[src/rtl/store_buffer_pkg.sv]
// Shared memory-path definitions for the store buffer: word/address widths
// and the byte-address to word-index helper.
package store_buffer_pkg;

   localparam int WORD_W  = 16;
   localparam int WADDR_W = 15;

   // Word index of a 16-bit byte address (drops the byte-select bit).
   function automatic logic [WADDR_W-1:0] word_idx(input logic [WORD_W-1:0] addr);
      return WADDR_W'(addr >> 1);
   endfunction

endpackage

[src/rtl/store_buffer_if.sv]
// Bus bundle between the CPU load/store path, the store buffer and DMemBank.
//
// Handshakes:
//  - Store: cpu_memwrite is "valid", !cpu_stall is "ready". A store transfers
//    on the rising edge where cpu_memwrite=1 and cpu_stall=0; while stalled the
//    CPU holds every cpu_* input unchanged.
//  - Memory write: mem_memwrite is "valid", !mem_busy is "ready". The buffer
//    only raises mem_memwrite when mem_busy is low, so every asserted
//    mem_memwrite is committed by DMemBank at the next rising edge.
//  - Load: cpu_memread is a single-cycle request answered combinationally on
//    cpu_readdata; it owns the memory port for that cycle.
interface store_buffer_if import store_buffer_pkg::*; ();

   logic              cpu_memread;
   logic              cpu_memwrite;
   logic [WORD_W-1:0] cpu_address;
   logic [WORD_W-1:0] cpu_writedata;
   logic [WORD_W-1:0] cpu_readdata;
   logic              cpu_stall;
   logic              mem_memread;
   logic              mem_memwrite;
   logic [WORD_W-1:0] mem_address;
   logic [WORD_W-1:0] mem_writedata;
   logic [WORD_W-1:0] mem_readdata;
   logic              mem_busy;
   logic              sb_empty;

   // Store buffer side.
   modport slave (
      input  cpu_memread, cpu_memwrite, cpu_address, cpu_writedata,
      input  mem_readdata, mem_busy,
      output cpu_readdata, cpu_stall,
      output mem_memread, mem_memwrite, mem_address, mem_writedata,
      output sb_empty
   );

   // Environment side (CPU plus DMemBank).
   modport master (
      output cpu_memread, cpu_memwrite, cpu_address, cpu_writedata,
      output mem_readdata, mem_busy,
      input  cpu_readdata, cpu_stall,
      input  mem_memread, mem_memwrite, mem_address, mem_writedata,
      input  sb_empty
   );

endinterface

[src/rtl/store_buffer_fwd_match.sv]
// Youngest-match search over the store buffer entries. Entries are ordered by
// age relative to wr_ptr: wr_ptr-1 is the youngest, wr_ptr-DEPTH the oldest.
module store_buffer_fwd_match import store_buffer_pkg::*; #(
   parameter int DEPTH = 4,
   parameter int PTR_W = 2
) (
   input  logic [DEPTH-1:0]              valid,
   input  logic [DEPTH-1:0][WADDR_W-1:0] addr,
   input  logic [WADDR_W-1:0]            key,
   input  logic [PTR_W-1:0]              wr_ptr,
   output logic                          hit,
   output logic [PTR_W-1:0]              hit_idx
);

   // Walk from oldest to youngest so the last matching entry (youngest) wins.
   always_comb begin
      hit     = 1'b0;
      hit_idx = '0;
      for (int k = DEPTH; k >= 1; k--) begin
         if (valid[wr_ptr - PTR_W'(k)] && (addr[wr_ptr - PTR_W'(k)] == key)) begin
            hit     = 1'b1;
            hit_idx = wr_ptr - PTR_W'(k);
         end
      end
   end

endmodule

[src/rtl/store_buffer.sv]
// Posted-write FIFO between the CPU load/store path and the data memory.
// Stores retire into the buffer in one cycle and drain one per cycle to the
// memory write port when it is free; loads forward from the youngest matching
// pending store or fall through to memory.
module store_buffer import store_buffer_pkg::*; #(
   parameter int DEPTH = 4,
   parameter int PTR_W = 2
) (
   input logic           clk,
   input logic           rst,
   store_buffer_if.slave bus
);

   localparam logic [PTR_W:0] FULL_CNT = (PTR_W+1)'(DEPTH);

   // FIFO storage and bookkeeping.
   logic [DEPTH-1:0][WADDR_W-1:0] addr_q,  addr_d;
   logic [DEPTH-1:0][WORD_W-1:0]  data_q,  data_d;
   logic [DEPTH-1:0]              valid_q, valid_d;
   logic [PTR_W-1:0]              wr_ptr_q, wr_ptr_d;
   logic [PTR_W-1:0]              rd_ptr_q, rd_ptr_d;
   logic [PTR_W:0]                count_q, count_d;

   logic empty;
   logic full;
   logic drain;
   logic stall;
   logic enq;
   logic fwd_hit;
   logic [PTR_W-1:0] fwd_idx;

   store_buffer_fwd_match #(
      .DEPTH (DEPTH),
      .PTR_W (PTR_W)
   ) u_fwd_match (
      .valid   (valid_q),
      .addr    (addr_q),
      .key     (word_idx(bus.cpu_address)),
      .wr_ptr  (wr_ptr_q),
      .hit     (fwd_hit),
      .hit_idx (fwd_idx)
   );

   // Port arbitration: a load owns the memory port, otherwise the oldest entry
   // drains whenever memory can take it. A store only stalls when the buffer
   // is full and no slot frees up this same cycle.
   always_comb begin
      empty = (count_q == '0);
      full  = (count_q == FULL_CNT);
      drain = !empty && !bus.cpu_memread && !bus.mem_busy;
      stall = bus.cpu_memwrite && full && !drain;
      enq   = bus.cpu_memwrite && !stall;
   end

   // Memory-side and CPU-side outputs.
   always_comb begin
      bus.cpu_stall     = stall;
      bus.sb_empty      = empty;
      bus.mem_memread   = bus.cpu_memread;
      bus.mem_memwrite  = drain;
      bus.mem_address   = '0;
      bus.mem_writedata = '0;
      bus.cpu_readdata  = '0;
      if (bus.cpu_memread) begin
         bus.mem_address = bus.cpu_address;
      end else if (drain) begin
         bus.mem_address   = {addr_q[rd_ptr_q], 1'b0};
         bus.mem_writedata = data_q[rd_ptr_q];
      end
      if (bus.cpu_memread) begin
         bus.cpu_readdata = fwd_hit ? data_q[fwd_idx] : bus.mem_readdata;
      end
   end

   // Next FIFO state: dequeue first so a full buffer can enqueue into the
   // slot being drained in the same cycle.
   always_comb begin
      addr_d   = addr_q;
      data_d   = data_q;
      valid_d  = valid_q;
      wr_ptr_d = wr_ptr_q;
      rd_ptr_d = rd_ptr_q;
      count_d  = count_q;
      if (drain) begin
         valid_d[rd_ptr_q] = 1'b0;
         rd_ptr_d          = rd_ptr_q + 1'b1;
      end
      if (enq) begin
         addr_d[wr_ptr_q]  = word_idx(bus.cpu_address);
         data_d[wr_ptr_q]  = bus.cpu_writedata;
         valid_d[wr_ptr_q] = 1'b1;
         wr_ptr_d          = wr_ptr_q + 1'b1;
      end
      case ({enq, drain})
         2'b10:   count_d = count_q + 1'b1;
         2'b01:   count_d = count_q - 1'b1;
         default: count_d = count_q;
      endcase
   end

   // FIFO registers; reset discards every pending store.
   always_ff @(posedge clk or posedge rst) begin
      if (rst) begin
         addr_q   <= '0;
         data_q   <= '0;
         valid_q  <= '0;
         wr_ptr_q <= '0;
         rd_ptr_q <= '0;
         count_q  <= '0;
      end else begin
         addr_q   <= addr_d;
         data_q   <= data_d;
         valid_q  <= valid_d;
         wr_ptr_q <= wr_ptr_d;
         rd_ptr_q <= rd_ptr_d;
         count_q  <= count_d;
      end
   end

endmodule

[src/flat_wrapper.sv]
// flat-port wrapper written by rule: the top's interface ports become plain ports
module store_buffer_flat import store_buffer_pkg::*;
#(
   parameter int DEPTH = 4,
   parameter int PTR_W = 2
)
  (clk, rst, bus_cpu_memread, bus_cpu_memwrite, bus_cpu_address, bus_cpu_writedata, bus_mem_readdata, bus_mem_busy, bus_cpu_readdata, bus_cpu_stall, bus_mem_memread, bus_mem_memwrite, bus_mem_address, bus_mem_writedata, bus_sb_empty);
  store_buffer_if bus_i ();
  input logic clk;
  input logic rst;
  input wire logic [$bits(bus_i.cpu_memread)-1:0] bus_cpu_memread;
  input wire logic [$bits(bus_i.cpu_memwrite)-1:0] bus_cpu_memwrite;
  input wire logic [$bits(bus_i.cpu_address)-1:0] bus_cpu_address;
  input wire logic [$bits(bus_i.cpu_writedata)-1:0] bus_cpu_writedata;
  input wire logic [$bits(bus_i.mem_readdata)-1:0] bus_mem_readdata;
  input wire logic [$bits(bus_i.mem_busy)-1:0] bus_mem_busy;
  output wire logic [$bits(bus_i.cpu_readdata)-1:0] bus_cpu_readdata;
  output wire logic [$bits(bus_i.cpu_stall)-1:0] bus_cpu_stall;
  output wire logic [$bits(bus_i.mem_memread)-1:0] bus_mem_memread;
  output wire logic [$bits(bus_i.mem_memwrite)-1:0] bus_mem_memwrite;
  output wire logic [$bits(bus_i.mem_address)-1:0] bus_mem_address;
  output wire logic [$bits(bus_i.mem_writedata)-1:0] bus_mem_writedata;
  output wire logic [$bits(bus_i.sb_empty)-1:0] bus_sb_empty;
  assign bus_i.cpu_memread = bus_cpu_memread;
  assign bus_i.cpu_memwrite = bus_cpu_memwrite;
  assign bus_i.cpu_address = bus_cpu_address;
  assign bus_i.cpu_writedata = bus_cpu_writedata;
  assign bus_i.mem_readdata = bus_mem_readdata;
  assign bus_i.mem_busy = bus_mem_busy;
  assign bus_cpu_readdata = bus_i.cpu_readdata;
  assign bus_cpu_stall = bus_i.cpu_stall;
  assign bus_mem_memread = bus_i.mem_memread;
  assign bus_mem_memwrite = bus_i.mem_memwrite;
  assign bus_mem_address = bus_i.mem_address;
  assign bus_mem_writedata = bus_i.mem_writedata;
  assign bus_sb_empty = bus_i.sb_empty;
  store_buffer #(.DEPTH(DEPTH), .PTR_W(PTR_W)) u_core (.clk(clk), .rst(rst), .bus(bus_i));
endmodule
[config.mk]
export PLATFORM = sky130hd
export DESIGN_NAME = store_buffer_flat
export DESIGN_NICKNAME = d
export VERILOG_FILES = /design/src/rtl/store_buffer_pkg.sv /design/src/rtl/store_buffer_if.sv /design/src/rtl/store_buffer_fwd_match.sv /design/src/rtl/store_buffer.sv /design/src/flat_wrapper.sv
export SDC_FILE = /design/constraint.sdc
export NUM_CORES = 1
export LEC_CHECK = 0
export ABC_AREA = 1
export BUFFER_PORTS_ARGS = -buffer_cell sky130_fd_sc_hd__buf_2
export CORE_MARGIN = 2
export CORE_UTILIZATION = 35
export DETAILED_ROUTE_END_ITERATION = 6
export PLACE_DENSITY_LB_ADDON = 0.1
export SYNTH_ARGS = -nofsm -noshare
export SYNTH_HDL_FRONTEND = slang
export SYNTH_SLANG_ARGS = --single-unit
[constraint.sdc]
create_clock -name clk -period 6.85 [get_ports clk]
set_input_delay 1.0275 -clock clk [delete_from_list [all_inputs] [get_ports clk]]
set_output_delay 1.0275 -clock clk [all_outputs]
set_load 0.1 [all_outputs]
==> results of run 1 <==
path summary, 6_finish.rpt:
path / from / to / slack [ns] / depth (start not counted)
worst max-delay path: u_core.wr_ptr_q[1]$_DFFE_PP0P_ / bus_cpu_readdata[14] / 0.62 / 22
worst min-delay path: u_core.data_q[39]$_DFFE_PP0P_ / u_core.data_q[39]$_DFFE_PP0P_ / 0.49 / 2
worst max register to register: u_core.count_q[0]$_DFFE_PP0P_ / u_core.addr_q[36]$_DFFE_PP0P_ / 4.17 / 12
worst min register to register: u_core.data_q[39]$_DFFE_PP0P_ / u_core.data_q[39]$_DFFE_PP0P_ / 0.49 / 2
max in group asynchronous: rst / u_core.data_q[10]$_DFFE_PP0P_ / 4.83 / 3
min in group asynchronous: rst / u_core.data_q[44]$_DFFE_PP0P_ / 0.69 / 2
flip-flops by register name, summed over array words and instances (netlist names):
signal           cells
u_core.data_q       64
u_core.addr_q       60
u_core.valid_q       4
u_core.count_q       3
u_core.rd_ptr_q      2
u_core.wr_ptr_q      2
kinds of logic after synthesis:
logic type,after synthesis
buffers and inverters,215
AOI/OAI and AO/OA,280
and+or+nand+nor,893
DFF,135
xor gates and xnor gates,9
adders and majority gates,10
through the flow:
step | area (µm²) | cells | util
finish | 11260 | 1982 | 0.4075
global route | 11260 | 1982 | 0.4075
CTS | 11260 | 1982 | 0.4075
detailed placement | 10670 | 1950 | 0.3863
global placement | 10670 | 1950 | 0.3863
floorplan | 9741 | 1542 | -
layout by cell type (no fill, tap or decap), types with 7 or more instances in the layout:
cell type	count
o21ai_0	179
nand2_2	9
inv_1	112
nand3b_1	16
nand2_1	553
inv_8	7
ha_1	9
xor2_1	8
dfrtp_1	133
buf_2	88
nor2_1	75
a21oi_1	80
a221o_1	15
buf_4	18
nand3_1	234
clkbuf_16	17
buf_12	16
power breakdown:
part           leakage [nW]  total [mW]  switching (mW)  internal, mW
clock                 0.288       0.943           0.444         0.498
sequential             1.68        1.50           0.330          1.17
combinational          3.73        3.51            2.47          1.04
synthesized netlist by cell type, drive strengths merged (2+ instances only):
cell	instances
ha	9
nor3	3
a21oi	80
clkbuf	45
nand3b	16
buf	47
nand3	234
nand4	2
o21ai	182
nand2	562
a221o	15
inv	118
dfrtp	135
nor2	76
xor2	8
clkinv	5
layout make-up:
class,instances,area share
clock buffers,18,0.03901
repair buffers,122,0.07957
flip-flops and latches,135,0.3003
multi-input cells,1192,0.4847
well taps,378,0.04201
clock inverters,14,0.01300
inverters,123,0.04145
routing by layer:
metal / wire, µm / share of wire / global-route usage
met2: 15770 / 0.48 / 0.3983
met5: 0 / 0 / 0
met1: 15090 / 0.46 / 0.3077
met4: 601 / 0.018 / 0.06411
met3: 1537 / 0.047 / 0.03932
critical path, cell delays in order (launching register included):
cell and delay, ns:
dfrtp_1 0.39, inv_2 0.05, buf_4 0.35, ha_1 0.31
buf_4 0.26, inv_2 0.52, nand3_1 0.20, nand3_1 0.13
nand2_1 0.08, nor2_1 0.12, nand2_1 0.08, nor2_1 0.13
nand2_1 0.11, nand2_1 0.08, nand2_1 0.06, nand2_2 0.52
nand2_2 0.58, nand2_1 0.19, nand3_1 0.09, nand3_1 0.14
nand2_1 0.06, inv_1 0.09, buf_12 0.18
==> metrics.csv, run 1 <==
stage,metric,value,unit
run_status,outcome,"finished, final reports clean",
power_and_ir_drop,power,5.951,mW
die,coreArea,27630,µm²
critical_path,endpoint_kind,output pin,
yosys,synth_top_family_by_area,simple AND/OR/NAND/NOR gates,
yosys,ys_ff_latch,135,
yosys,synth_cells,1542,
yosys,synth_top_area_share,0.3468,
sta,max_clock_freq,0.1605,GHz
yosys,synth-xor-area-share,0.008092,
grt,grt_pass1_wl,53.38,mm
sta,whs,0.4872,ns
die,initial_utilization,0.3525,
die,io_pins,105,
yosys,avgSynthCellArea,6.317,µm²
clock_tree,clockBufferDepth,2,
yosys,synth_top_area_cell,dfrtp_1,
finish,multi_input_area,5456,µm²
yosys,async_flop_share,1.000,
clock_tree,cts_setup_buffers,0,
sta,setup_viol,0,
sta,worst_slack,0.6205,ns
yosys,synth_area,9741,µm²
critical_path,cp_data_arrival_time,5.20,ns
sta,finalSetupTns,0,ns
clock_tree,clkTransAtPathRegs,0.07,ns
clock_tree,htreeDepth,4,
power_and_ir_drop,power_density,528.6,nW/µm²
placed_design,dp_slack,1.133,ns
die,die-area,29180,µm²
yosys,yosys.cell_types.count,29,
die,die_w,170.8,µm
drt,wl_per_cell,16.65,µm
finish,nets,1654,
grt,grt-ovfl-total,0,
clock_tree,clock-sinks,135,
yosys,yosysSeqAreaShare,0.3468,
placed_design,gp_congestion,0.8490,
finish,area_delta_synth_final,15.58,%
yosys,syn-num-nets,1605,
power_and_ir_drop,peakVddDrop,241.6,µV
hold_path,min_path_type,flip-flop to flip-flop,
grt,grt_pass1_vias,9762,
clock_tree,cts_tree,done,
placed_design,dp_hpwl,21.53,mm
die,rows,61,
critical_path,crit_path_start_kind,flip-flop,
drt,ant_nets,0,
yosys,ys.flop_type,dfrtp_1,
die,die_h,170.8,µm
clock_tree,cts_buffers,17,
sta,hold_violations,0,
drt,dr_total_vias,10278,
yosys,synth-adder-area-share,0.01362,
drt,drtIter0Drc,944,
finish,nFillCells,3022,
sta,drv_slew,0,
clock_tree,cts_root_buf,clkbuf_16,
clock_tree,ctsResizeCount,0,
yosys,yosysWarnings,0,
drt,vias_per_cell,5.186,
job,drv_cap,0,
critical_path,path_class,flip-flop to output pin,
sta,finalCritPeriodShare,0.9094,
clock_tree,ctsHoldBuffers,0,
drt,drc,0,
drt,firstDrtPassIters,5,
placed_design,port_buffers,104,
finish,antenna_cells,0,
sta,clock_skew,0.01695,ns
grt,grt.total_usage,0.2343,
critical_path,cp_data_required_time,5.82,ns
critical_path,worstPathMaxFanout,34,
yosys,yosys-top-cells-area,"dfrtp_1 (35%), nand2_1 (21%), nand3_1 (12%)",
sta,finalCriticalPeriod,6.230,ns
yosys,synth_compound_area_frac,0.1535,
finish,seqCellArea,3381,µm²
clock_tree,worst_skew_pair.late_latency,0.44,ns
yosys,synth.area.mux_share,0,
drt,totalWireLength,33.00,mm
grt,grt_max_degree,72,
grt,antenna_found_initial,0,
yosys,synth_edf_count,0,
power_and_ir_drop,leakage,5.697,nW
sta,rsz0062_at_grt,no,
yosys,synthSimpleGateAreaFrac,0.3833,
sta,worst_pin_slew,0.8578,ns
finish,drive_above_1_share,0.1091,
sta,maxSlewHeadroom,0.4281,
(Power assumes the default switching activity.)
==> run 2: changes to the inputs <==
==> constraint.sdc (replaced) <==
create_clock -name clk -period 6.85 [get_ports clk]
set_input_delay 1.0275 -clock clk [delete_from_list [all_inputs] [get_ports clk]]
set_output_delay 1.0275 -clock clk [all_outputs]
set_load 0.01 [all_outputs]
==> run 2 against run 1 <==
Net effect: global-route usage up 0.69 points; clock power is 2.7% higher; setup slack worse by 0.0093 ns; cell count about the same; combinational power fell by 11%; largest power group unchanged.
==> metrics.csv, run 2 (same netlist as run 1, synthesis figures left out) <==
stage,metric,value,unit,change
finish,fin_util,0.3988,,was 0.4075
critical_path,cp_data_arrival_time,5.21,ns,was 5.20 ns
finish,largest_register,u_core.data_q,,unchanged
power_and_ir_drop,power_density,508.3,nW/µm²,was 528.6 nW/µm²
sta,worst_slack,0.6112,ns,was 0.6205 ns
placed_design,post-place-cells,1949,,was 1950
clock_tree,clockBufferDepth,2,,unchanged
sta,hold_violations,0,,unchanged
critical_path,cp_data_required_time,5.82,ns,about the same
grt,grt.total_usage,0.2412,,was 0.2343
job,drv_cap,0,,unchanged
finish,top_regs,"u_core.data_q: 64 flops, u_core.addr_q: 60 flops, u_core.valid_q: 4 flops",,unchanged
clock_tree,ctsResizeCount,0,,unchanged
sta,max_clock_freq,0.1603,GHz,was 0.1605 GHz
hold_path,min_path_type,flip-flop to flip-flop,,unchanged
power_and_ir_drop,peakVddDrop,233.9,µV,was 241.6 µV
sta,worst_pin_slew,0.8501,ns,was 0.8578 ns
die,die_w,170.8,µm,unchanged
drt,dr_total_vias,10287,,was 10278
die,initial_utilization,0.3525,,unchanged
sta,drv_slew,0,,unchanged
sta,maxSlewHeadroom,0.4333,,was 0.4281
finish,nets,1653,,was 1654
finish,fin_area,11020,µm²,was 11260 µm²
finish,area_delta_synth_final,13.12,%,was 15.58%
sta,finalSetupTns,0,ns,unchanged
drt,wl_per_cell,17.10,µm,was 16.65 µm
drt,ant_nets,0,,unchanged
clock_tree,cts_root_buf,clkbuf_16,,unchanged
placed_design,placedInstanceArea,10430,µm²,was 10670 µm²
grt,antenna_found_initial,2,,was 0
placed_design,port_buffers,104,,unchanged
drt,drtIter0Drc,974,,was 944
finish,layout_common_cells,"nand2_1 (553), nand3_1 (234), o21ai_0 (179)",,unchanged
clock_tree,clkTransAtPathRegs,0.07,ns,about the same
placed_design,gp_congestion,0.8360,,was 0.8490
die,die-area,29180,µm²,unchanged
sta,finalCriticalPeriod,6.239,ns,was 6.230 ns
drt,totalWireLength,33.87,mm,was 33.00 mm
finish,drive_above_1_share,0.1085,,was 0.1091
drt,firstDrtPassIters,5,,unchanged
grt,grt_max_degree,75,,was 72
clock_tree,cts_buffers,17,,unchanged
die,die_h,170.8,µm,unchanged
sta,finalCritPeriodShare,0.9108,,was 0.9094
power_and_ir_drop,leakage,5.625,nW,was 5.697 nW
critical_path,path_class,flip-flop to output pin,,unchanged
finish,layout_commonest_cell,nand2_1,,unchanged
clock_tree,cts_setup_buffers,0,,unchanged
critical_path,endpoint_kind,output pin,,unchanged
grt,grt_pass1_vias,10004,,was 9762
run_status,outcome,"finished, final reports clean",,unchanged
sta,clock_skew,0.01463,ns,was 0.01695 ns
clock_tree,cts_tree,done,,unchanged
grt,grt_pass1_wl,54.52,mm,was 53.38 mm
finish,antenna_cells,0,,unchanged
die,coreArea,27630,µm²,unchanged
placed_design,dp_slack,1.160,ns,was 1.133 ns
finish,largest_register_ffs,64,,unchanged
placed_design,dp_hpwl,21.20,mm,was 21.53 mm
critical_path,worstPathMaxFanout,34,,unchanged
drt,vias_per_cell,5.193,,was 5.186
clock_tree,ctsHoldBuffers,0,,unchanged
grt,grt-ovfl-total,0,,unchanged
clock_tree,clock-sinks,135,,unchanged
critical_path,crit_path_start_kind,flip-flop,,unchanged
sta,setup_viol,0,,unchanged
clock_tree,htreeDepth,4,,unchanged
die,io_pins,105,,unchanged
clock_tree,worst_skew_pair.late_latency,0.44,ns,about the same
sta,rsz0062_at_grt,no,,unchanged
die,rows,61,,unchanged
drt,drc,0,,unchanged
finish,fin_cells,1981,,was 1982
[run 2: cell types whose count changed in the layout (fill, tap and decap cells not counted), sizes merged]
| cell | before | now |
|---|---|---|
| buf | 122 | 121 |
| bufinv | 0 | 2 |
| clkinv | 7 | 8 |
| clkinvlp | 1 | 2 |
| inv | 129 | 125 |
[run 2: worst paths after layout]
kind	from	to	slack, ns	cells past startpoint
hold / removal	u_core.data_q[33]$_DFFE_PP0P_	u_core.data_q[33]$_DFFE_PP0P_	0.49	2
min in group asynchronous	rst	u_core.data_q[44]$_DFFE_PP0P_	0.71	2
setup / recovery	u_core.wr_ptr_q[1]$_DFFE_PP0P_	bus_cpu_readdata[12]	0.61	22
max in group asynchronous	rst	u_core.addr_q[56]$_DFFE_PP0P_	4.81	3
setup reg to reg	u_core.count_q[0]$_DFFE_PP0P_	u_core.data_q[18]$_DFFE_PP0P_	4.32	12
hold reg to reg	u_core.data_q[33]$_DFFE_PP0P_	u_core.data_q[33]$_DFFE_PP0P_	0.49	2
[run 2: area by class of cell]
class	instances	area (µm²)
Inverter	123	466.7
Timing Repair Buffer	121	648.1
Multi-Input combinational cell	1192	5456
Fill cell	3001	16610
Clock buffer	18	429.2
Tap cell	378	473.0
Sequential cell	135	3381
Clock inverter	14	163.9
[run 2: critical path, stage by stage (launching register included)]
cell and delay, ns:
dfrtp_1 0.39, inv_2 0.05, buf_4 0.37, ha_1 0.31, buf_4 0.25, inv_2 0.52
nand3_1 0.24, nand3_1 0.12, nand2_1 0.06, nor2_1 0.13, nand2_1 0.06, nor2_1 0.14
nand2_1 0.13, nand2_1 0.09, nand2_1 0.06, nand2_2 0.55, nand2_2 0.60, nand2_1 0.21
nand3_1 0.10, nand3_1 0.12, nand2_1 0.06, inv_1 0.04, buf_2 0.11
[run 2: per-stage QoR]
step / power, mW / hold slack, ns
after global routing: 6.191 / 0.5177
after detailed placement: 4.642 / 0.4745
final: 5.601 / 0.4881
after global placement: 4.615 / 0.4673
after CTS: 5.629 / 0.4911
after floorplan: 3.825 / 0.4530
[run 2: per-layer routing]
metal / wire length (µm) / track usage / share of wire / vias to the layer above
met1: 15430 / 0.3188 / 0.46 / 4785
met2: 15610 / 0.3969 / 0.46 / 317
met3: 1802 / 0.04118 / 0.053 / 63
met5: 21 / 0 / 0.00062 / -
met4: 1003 / 0.08769 / 0.030 / 4
li1: - / - / - / 5118
[run 2: power by group]
group          internal (mW)  switching (mW)
Combinational           1.02            2.12
Sequential              1.17           0.320
Clock                  0.547           0.421
==> run 3: changes to the inputs <==
==> constraint.sdc (replaced) <==
create_clock -name clk -period 5.35 [get_ports clk]
set_input_delay 0.8025 -clock clk [delete_from_list [all_inputs] [get_ports clk]]
set_output_delay 0.8025 -clock clk [all_outputs]
set_load 0.01 [all_outputs]
==> run 3 against run 2 <==
Net effect: sequential power is 28% higher; clock-buffer cell count is 1 higher; utilization hardly changed; global-route usage is 0.48 points lower; die area stayed put; register-to-register slack worse by 1.6 ns; largest cell class unchanged; non-clock buffer count is 3 higher; worst hold slack worse by 0.0014 ns; sequential share of layout area hardly changed; combinational power is 27% higher; largest power group unchanged.
==> metrics.csv, run 3 (same netlist as run 1, synthesis figures left out) <==
stage,metric,value,unit,change
run_status,outcome,"finished, final reports clean",,unchanged
die,initial_utilization,0.3525,,unchanged
placed_design,dp_hpwl,21.62,mm,was 21.20 mm
job,drv_cap,0,,unchanged
finish,area_delta_synth_final,13.18,%,was 13.12%
sta,maxSlewHeadroom,0.2802,,was 0.4333
hold_path,min_from,u_core.data_q[19]$_DFFE_PP0P_,,was u_core.data_q[33]$_DFFE_PP0P_
drt,totalWireLength,33.07,mm,was 33.87 mm
power_and_ir_drop,power,7.097,mW,was 5.601 mW
finish,layout_common_cells,"nand2_1 (553), nand3_1 (234), o21ai_0 (179)",,unchanged
drt,firstDrtPassIters,6,,was 5
die,die-area,29180,µm²,unchanged
grt,grt-ovfl-total,0,,unchanged
drt,dr_total_vias,10207,,was 10287
critical_path,rr_endpoint,u_core.addr_q[13]$_DFFE_PP0P_,,was u_core.data_q[18]$_DFFE_PP0P_
drt,ant_nets,0,,unchanged
finish,top_regs,"u_core.data_q: 64 flops, u_core.addr_q: 60 flops, u_core.valid_q: 4 flops",,unchanged
grt,grt.total_usage,0.2364,,was 0.2412
critical_path,worstPathMaxFanout,34,,unchanged
power_and_ir_drop,pwr-share-seq,0.269,,was 0.266
drt,drc,0,,unchanged
grt,grt_pass1_vias,9923,,was 10004
critical_path,cp_data_arrival_time,3.90,ns,was 5.21 ns
die,io_pins,105,,unchanged
drt,drtIter0Drc,769,,was 974
placed_design,gp_congestion,0.8701,,was 0.8360
grt,grt_pass1_wl,54.19,mm,was 54.52 mm
clock_tree,cts_buffers,17,,unchanged
critical_path,r2r_slack,2.68,ns,was 4.32 ns
sta,finalCriticalPeriod,4.698,ns,
clock_tree,cts_tree,done,,unchanged
power_and_ir_drop,p_sw_frac,0.5103,,was 0.5108
finish,layout_commonest_cell,nand2_1,,unchanged
power_and_ir_drop,clock_power_share,0.169,,was 0.173
power_and_ir_drop,combPwrFrac,0.561,,about the same
hold_path,holdPathEnd,u_core.data_q[19]$_DFFE_PP0P_,,was u_core.data_q[33]$_DFFE_PP0P_
power_and_ir_drop,peakVddDrop,310.0,µV,was 233.9 µV
finish,largest_register,u_core.data_q,,unchanged
clock_tree,clock-sinks,135,,unchanged
placed_design,dp_slack,1.123,ns,was 1.160 ns
clock_tree,cts_root_buf,clkbuf_16,,unchanged
sta,clock_skew,0.01732,ns,was 0.01463 ns
power_and_ir_drop,switching_power,3.622,mW,was 2.861 mW
sta,worst_slack,0.6515,ns,was 0.6112 ns
sta,hold_violations,0,,unchanged
power_and_ir_drop,p_int,3.475,mW,was 2.740 mW
finish,drive_above_1_share,0.1096,,was 0.1085
critical_path,ff2ff_path_depth,12,,unchanged
finish,largest_register_ffs,64,,unchanged
grt,grt_max_degree,99,,was 75
power_and_ir_drop,leakage,5.628,nW,was 5.625 nW
sta,drv_slew,0,,unchanged
sta,rsz0062_at_grt,no,,unchanged
finish,fin_util,0.3990,,was 0.3988
sta,finalSetupTns,0,ns,unchanged
clock_tree,ctsResizeCount,0,,unchanged
clock_tree,worst_skew_pair.late_latency,0.44,ns,about the same
clock_tree,ctsHoldBuffers,0,,unchanged
critical_path,cp_data_required_time,4.55,ns,was 5.82 ns
clock_tree,clockBufferDepth,2,,unchanged
finish,nets,1656,,was 1653
finish,antenna_cells,0,,unchanged
sta,finalCritPeriodShare,0.8782,,
drt,wl_per_cell,16.67,µm,was 17.10 µm
die,rows,61,,unchanged
sta,max_clock_freq,0.2128,GHz,
critical_path,endpoint_kind,output pin,,unchanged
die,die_h,170.8,µm,unchanged
critical_path,crit_path_start_kind,flip-flop,,unchanged
hold_path,min_path_type,flip-flop to flip-flop,,unchanged
hold_path,holdPathStages,2,,unchanged
grt,antenna_found_initial,0,,was 2
sta,worst_pin_slew,1.078,ns,was 0.8501 ns
drt,vias_per_cell,5.145,,was 5.193
clock_tree,clkTransAtPathRegs,0.08,ns,was 0.07 ns
die,die_w,170.8,µm,unchanged
critical_path,path_class,flip-flop to output pin,,unchanged
sta,setup_viol,0,,unchanged
critical_path,crit-reg2reg-launch,u_core.count_q[0]$_DFFE_PP0P_,,unchanged
placed_design,port_buffers,104,,unchanged
die,coreArea,27630,µm²,unchanged
clock_tree,cts_setup_buffers,0,,unchanged
clock_tree,htreeDepth,4,,unchanged
power_and_ir_drop,power_density,643.8,nW/µm²,was 508.3 nW/µm²
run 3: per-stage QoR:
stage	cells	area (µm²)	hold slack [ns]
after floorplan	1542	9741	0.4530
after global placement	1952	10450	0.4681
after detailed placement	1952	10450	0.4731
after CTS	1984	11020	0.4884
after global routing	1984	11020	0.5112
final	1984	11020	0.4868
run 3: how the worst max path moves through the flow:
stage	from	endpoint	slack [ns]	cells after the start
final	u_core.wr_ptr_q[1]$_DFFE_PP0P_	bus_cpu_readdata[15]	0.65	19
after global routing	u_core.wr_ptr_q[0]$_DFFE_PP0P_	bus_cpu_readdata[9]	0.29	20
after CTS	u_core.wr_ptr_q[1]$_DFFE_PP0P_	bus_cpu_readdata[15]	0.63	19
after detailed placement	u_core.wr_ptr_q[1]$_DFFE_PP0P_	bus_cpu_readdata[15]	1.12	19
after global placement	u_core.wr_ptr_q[0]$_DFFE_PP0P_	bus_cpu_readdata[13]	1.18	17
after floorplan	rst	u_core.addr_q[0]$_DFFE_PP0P_	0.94	1
run 3: final cells by class:
type	instances	area, µm²
flip-flops and latches	135	3381
multi-input cells	1192	5456
fillers	3091	16600
inverters	123	466.7
clock buffers	19	442.9
repair buffers	124	670.6
clock inverters	13	133.9
well taps	378	473.0
run 3: power by group through the flow:
stage	sequential (mW)	combinational [mW]	clock, mW
global route	1.99	4.61	1.26
floorplan	1.79	3.11	0
finish	1.91	3.98	1.20
global placement	1.92	3.96	0
detailed placement	1.92	4.00	0
CTS	1.91	4.01	1.23
run 3: critical path, stage by stage, from the launching register on:
cell and delay, ns:
dfrtp_1 0.37, inv_2 0.05, ha_1 0.29, inv_2 0.50, nand3_1 0.14, nand2_1 0.10
xor2_1 0.09, nor2_1 0.15, nand2_1 0.08, nor2_1 0.20, nand2_1 0.15, nand2_1 0.11
nand2_2 0.06, nand2_2 0.55, nand2_1 0.10, nand3_1 0.11, nand3_1 0.09, nand2_1 0.11
inv_1 0.04, buf_2 0.13
run 3: per-layer routing:
layer  vias to the layer above  part of all wire  GRT usage
met2                       288              0.48     0.4094
met1                      4748              0.46     0.3063
met5                         -                 0          0
met3                        41             0.043    0.03238
li1                       5130                 -          -
met4                         0             0.020    0.07148
